<file path="src/rtl/sram_axi_bridge.sv">
// Bridges the core's instruction and data sram-like ports onto one AXI3 master.
// One single-beat transaction is in flight at a time, and data requests win arbitration.
module sram_axi_bridge #(
  parameter int AXI_IDW = 4,
  parameter int INST_ID = 0,
  parameter int DATA_ID = 1
) (
  input  logic               clk,
  input  logic               rst,

  input  logic               inst_req,
  input  logic               inst_wr,
  input  logic [1:0]         inst_size,
  input  logic [31:0]        inst_addr,
  input  logic [31:0]        inst_wdata,
  output logic [31:0]        inst_rdata,
  output logic               inst_addr_ok,
  output logic               inst_data_ok,

  input  logic               data_req,
  input  logic               data_wr,
  input  logic [1:0]         data_size,
  input  logic [31:0]        data_addr,
  input  logic [31:0]        data_wdata,
  output logic [31:0]        data_rdata,
  output logic               data_addr_ok,
  output logic               data_data_ok,

  output logic [AXI_IDW-1:0] arid,
  output logic [31:0]        araddr,
  output logic [3:0]         arlen,
  output logic [2:0]         arsize,
  output logic [1:0]         arburst,
  output logic [1:0]         arlock,
  output logic [3:0]         arcache,
  output logic [2:0]         arprot,
  output logic               arvalid,
  input  logic               arready,

  input  logic [AXI_IDW-1:0] rid,
  input  logic [31:0]        rdata,
  input  logic               rvalid,
  output logic               rready,

  output logic [AXI_IDW-1:0] awid,
  output logic [31:0]        awaddr,
  output logic [3:0]         awlen,
  output logic [2:0]         awsize,
  output logic [1:0]         awburst,
  output logic [1:0]         awlock,
  output logic [3:0]         awcache,
  output logic [2:0]         awprot,
  output logic               awvalid,
  input  logic               awready,

  output logic [AXI_IDW-1:0] wid,
  output logic [31:0]        wdata,
  output logic [3:0]         wstrb,
  output logic               wlast,
  output logic               wvalid,
  input  logic               wready,

  input  logic               bvalid,
  output logic               bready
);

  typedef enum logic [2:0] {IDLE, AR, R, AW, B} stateT;

  localparam logic [AXI_IDW-1:0] INST_IDV = AXI_IDW'(INST_ID);
  localparam logic [AXI_IDW-1:0] DATA_IDV = AXI_IDW'(DATA_ID);

  stateT       state;
  stateT       nextState;
  logic        grantData;
  logic        wrLat;
  logic [1:0]  sizeLat;
  logic [31:0] addrLat;
  logic [31:0] wdataLat;
  logic        awDone;
  logic        wDone;
  logic        awFire;
  logic        wFire;
  logic        unusedRid;

  // Byte lanes for a store; the core has already replicated the data across lanes.
  function automatic logic [3:0] strbFor(input logic [1:0] size, input logic [1:0] offs);
    case (size)
      2'd0:    strbFor = 4'b0001 << offs;
      2'd1:    strbFor = offs[1] ? 4'b1100 : 4'b0011;
      default: strbFor = 4'b1111;
    endcase
  endfunction

  always_ff @(posedge clk) begin
    if (rst) begin
      state     <= IDLE;
      grantData <= 1'b0;
      wrLat     <= 1'b0;
      sizeLat   <= 2'd0;
      addrLat   <= 32'd0;
      wdataLat  <= 32'd0;
      awDone    <= 1'b0;
      wDone     <= 1'b0;
    end else begin
      state <= nextState;
      if (state == IDLE && (data_req || inst_req)) begin
        grantData <= data_req;
        wrLat     <= data_req ? data_wr    : inst_wr;
        sizeLat   <= data_req ? data_size  : inst_size;
        addrLat   <= data_req ? data_addr  : inst_addr;
        wdataLat  <= data_req ? data_wdata : inst_wdata;
        awDone    <= 1'b0;
        wDone     <= 1'b0;
      end else begin
        if (awFire) awDone <= 1'b1;
        if (wFire)  wDone  <= 1'b1;
      end
    end
  end

  always_comb begin
    nextState    = state;
    arvalid      = 1'b0;
    rready       = 1'b0;
    awvalid      = 1'b0;
    wvalid       = 1'b0;
    bready       = 1'b0;
    awFire       = 1'b0;
    wFire        = 1'b0;
    inst_addr_ok = 1'b0;
    data_addr_ok = 1'b0;
    inst_data_ok = 1'b0;
    data_data_ok = 1'b0;
    case (state)
      IDLE: begin
        if (data_req) begin
          data_addr_ok = !rst;
          nextState    = data_wr ? AW : AR;
        end else if (inst_req) begin
          inst_addr_ok = !rst;
          nextState    = inst_wr ? AW : AR;
        end
      end
      AR: begin
        arvalid = 1'b1;
        if (arready) nextState = R;
      end
      R: begin
        rready = 1'b1;
        if (rvalid) begin
          data_data_ok = grantData && !rst;
          inst_data_ok = !grantData && !rst;
          nextState    = IDLE;
        end
      end
      AW: begin
        // Address and data channels complete independently, possibly in one cycle.
        awvalid = !awDone;
        wvalid  = !wDone;
        awFire  = !awDone && awready;
        wFire   = !wDone && wready;
        if ((awDone || awFire) && (wDone || wFire)) nextState = B;
      end
      B: begin
        bready = 1'b1;
        if (bvalid) begin
          data_data_ok = grantData && !rst;
          inst_data_ok = !grantData && !rst;
          nextState    = IDLE;
        end
      end
      default: nextState = IDLE;
    endcase
  end

  assign arid    = grantData ? DATA_IDV : INST_IDV;
  assign awid    = grantData ? DATA_IDV : INST_IDV;
  assign araddr  = addrLat;
  assign awaddr  = addrLat;
  assign arsize  = {1'b0, sizeLat};
  assign awsize  = {1'b0, sizeLat};
  assign wdata   = wdataLat;
  assign wstrb   = strbFor(sizeLat, addrLat[1:0]);
  assign wid     = DATA_IDV;
  assign wlast   = 1'b1;

  assign arlen   = 4'd0;
  assign arburst = 2'b01;
  assign arlock  = 2'b00;
  assign arcache = 4'd0;
  assign arprot  = 3'd0;
  assign awlen   = 4'd0;
  assign awburst = 2'b01;
  assign awlock  = 2'b00;
  assign awcache = 4'd0;
  assign awprot  = 3'd0;

  // Only one read is ever outstanding, so the returned ID carries no information.
  assign inst_rdata = rdata;
  assign data_rdata = rdata;
  assign unusedRid  = ^{rid, wrLat};

endmodule
</file>
<file path="config.mk">
export PLATFORM = sky130hd
export DESIGN_NAME = sram_axi_bridge
export DESIGN_NICKNAME = d
export VERILOG_FILES = /design/src/rtl/sram_axi_bridge.sv
export SDC_FILE = /design/constraint.sdc
export NUM_CORES = 1
export LEC_CHECK = 0
export CAP_MARGIN = 0
export CORE_AREA = 8 8 150 152
export DETAILED_ROUTE_END_ITERATION = 10
export DIE_AREA = 0 0 158 160
export SLEW_MARGIN = 40
export SYNTH_ARGS = -nofsm -noshare
export SYNTH_HDL_FRONTEND = slang
export SYNTH_SLANG_ARGS = --single-unit
</file>
<file path="constraint.sdc">
create_clock -name clk -period 3.6 [get_ports clk]
set_clock_uncertainty 0.05 [all_clocks]
set_input_delay 0.36 -clock clk [delete_from_list [all_inputs] [get_ports clk]]
set_output_delay 0.36 -clock clk [all_outputs]
set_load 0.02 [all_outputs]
</file>
==> results.py <==
metrics = {
    "worst_setup_path": {
        "crit_type": "flip-flop to primary output",
        "slowest_delay_ns": 0.63,
        "cp_top_family": "buffers and inverters",
        "start_kind": "flip-flop",
        "path_cells": "nor3_4, buf_4, and3_1, clkdlybuf4s50_1",
        "worst-path-buf-inv": 2,
        "cp.required_ns": 3.19,
        "end_kind": "primary output",
        "cpMaxStageDelayCell": "clkdlybuf4s50_1",
        "critPathArrivalTime_ns": 2.25,
        "crit_fanout": 34,
    },
    "power_and_ir_drop": {
        "p_leak_nw": 2.59,
        "irDropWorstVdd_mv": 0.239,
        "powerDensity_mw_per_mm2": 530,
    },
    "placement": {
        "dp_cells": 897,
        "port_buffers": 257,
        "place_area_mm2": 0.00646,
        "place_ws_ns": 1.13,
        "dpl.hpwl_mm": 12.3,
        "gp_congestion": 0.703,
    },
    "layout": {
        "final_cells": 912,
        "multi_input_area_mm2": 0.00202,
        "layout_common_cells": "clkdlybuf4s50_1, dfxtp_1, a21oi_1",
        "drive_gt1_share_pct": 7.48,
        "utilization_pct": 33.8,
        "area_delta_synth_final_pct": 47.6,
        "mostFrequentLayoutCell": "clkdlybuf4s50_1",
        "fillerInstances": 2115,
        "stdcell_area_mm2": 0.00678,
        "nets": 817,
        "regArea_mm2": 0.00144,
        "n_antenna_cell": 0,
    },
    "route": {
        "drtIter0Drc": 122,
        "drc": 0,
        "wirelength_mm": 16.7,
        "vias": 3946,
        "route.antenna.remaining_nets": 0,
        "avgViaCountPerCell": 4.33,
        "wl_per_cell_um": 18.3,
        "first_pass_iters": 4,
    },
    "grt": {
        "grt_max_degree": 77,
        "gr-total-overflow": 0,
        "antenna_found_initial": 1,
        "grt_use_total_pct": 12.8,
        "grt_pass1_wl_mm": 25.2,
        "first_global_vias": 4277,
    },
    "floorplanning": {
        "core_mm2": 0.0200,
        "ios": 401,
        "die-area_mm2": 0.0253,
        "rows": 52,
        "fp.dieH_um": 160,
        "die_w_um": 158,
        "start_util_pct": 22.9,
    },
    "sta": {
        "tightest_slew_ns": 0.794,
        "fmax_mhz": 376,
        "setup_tns_ns": 0,
        "finalWorstSetupSlack_ns": 0.937,
        "period_needed_ns": 2.66,
        "setup_viol": 0,
        "finalMaxSlewViolations": 0,
        "fin_crit_sh_pct": 74.0,
        "relSlewSlack_pct": 47.1,
        "rsz0062_at_grt": "false",
        "final_hold_viol_count": 0,
    },
    "logic_synthesis": {
        "synth_edf_count": 0,
        "synth.distinct_cells": 33,
        "netlist_area_mm2": 0.00460,
        "postSynthAreaPerCell_um2": 9.05,
        "ys_warn_count": 0,
        "syn_inst": 508,
        "ys_ff_latch": 72,
        "async_reset_ff_share_pct": 0,
        "yosysSeqAreaShare_pct": 31.4,
        "ys.flop_type": "dfxtp_1",
    },
    "worst_hold_path": {
        "hp-class": "input port to flip-flop",
    },
    "cts": {
        "hold_buffers": 0,
        "clk_latency_ns": 0.34,
        "cts_made_buffers": 9,
        "post_cts_buffers": 0,
        "clk_pin_slew_worst_paths_ns": 0.06,
        "tritoncts": "built",
        "clock_path_buffers": 2,
        "cts_resized": 0,
        "htreeDepth": 3,
        "clkSinkCount": 72,
        "cts_root_buf": "clkbuf_16",
    },
    "run": {
        "maxCapViolations": 0,
    },
    "run_status": {
        "status": "finished clean",
    },
}
-- sequential cells by signal, summed over array words and instances (netlist names) --
register   flops
araddr        32
sizeLat        2
state          3
wdata         32
awDone         1
grantData      1
wDone          1
-- report_power, final --
| part | internal [mW] | switching [mW] | leakage, nW |
|---|---|---|---|
| Sequential | 0.945 | 0.131 | 0.597 |
| Combinational | 0.727 | 0.805 | 1.84 |
| Clock | 0.622 | 0.361 | 0.155 |
-- stage by stage --
stage	hold slack (ns)	power, mW
floorplan	0.441	2.11
global placement	0.457	2.64
detailed placement	0.463	2.65
CTS	0.450	3.67
global route	0.482	3.80
finish	0.465	3.59
-- final timing paths --
check	startpoint	to	cells past startpoint	slack [ns]
max	state[0]	data_addr_ok	4	0.94
max reg2reg	state[0]	araddr[31]	5	1.37
min reg2reg	wdata[16]	wdata[16]	2	0.47
min	data_req	wdata[24]	3	0.47
-- worst reg2reg max path: stages (launching register included) --
cell	delay [ns]
dfxtp_1	0.48
nor3_4	0.18
buf_4	0.39
and2_4	0.54
buf_12	0.29
a211oi_1	0.14
-- synth_stat cells, types with 4 or more instances --
master,count,area share [%]
buf_4,143,23
dfxtp_1,72,31
inv_1,6,0.49
a211oi_2,18,4.9
a21oi_1,68,7.4
nand2_1,7,0.57
a211oi_1,49,8.0
mux2i_1,66,14
buf_2,11,1.2
nor2_1,4,0.33
clkbuf_1,27,2.2
-- kinds of logic after synthesis --
group | after synthesis | share of synthesized area [%]
buffers and inverters | 192 | 28.2
AO/OA/AOI/OAI | 150 | 22.8
multiplexers | 66 | 14.4
AND/OR/NAND/NOR | 26 | 3.16
flip-flops | 72 | 31.4
other | 2 | 0.163
-- routing by layer --
| metal | GRT usage [%] | routed length [um] |
|---|---|---|
| met1 | 13.2 | 6330 |
| met5 | 0 | 13 |
| met3 | 6.40 | 2030 |
| met2 | 21.6 | 7810 |
| met4 | 5.40 | 482 |
-- cell type report --
| class | instances | area share [%] |
|---|---|---|
| inverter | 6 | 0.332 |
| timing repair buffer | 264 | 38.9 |
| sequential | 72 | 21.3 |
| tap | 270 | 4.98 |
| clock buffer | 10 | 3.52 |
| clock inverter | 5 | 1.20 |
| multi-input combinational | 285 | 29.8 |
Power figures use the tool's default switching activity.
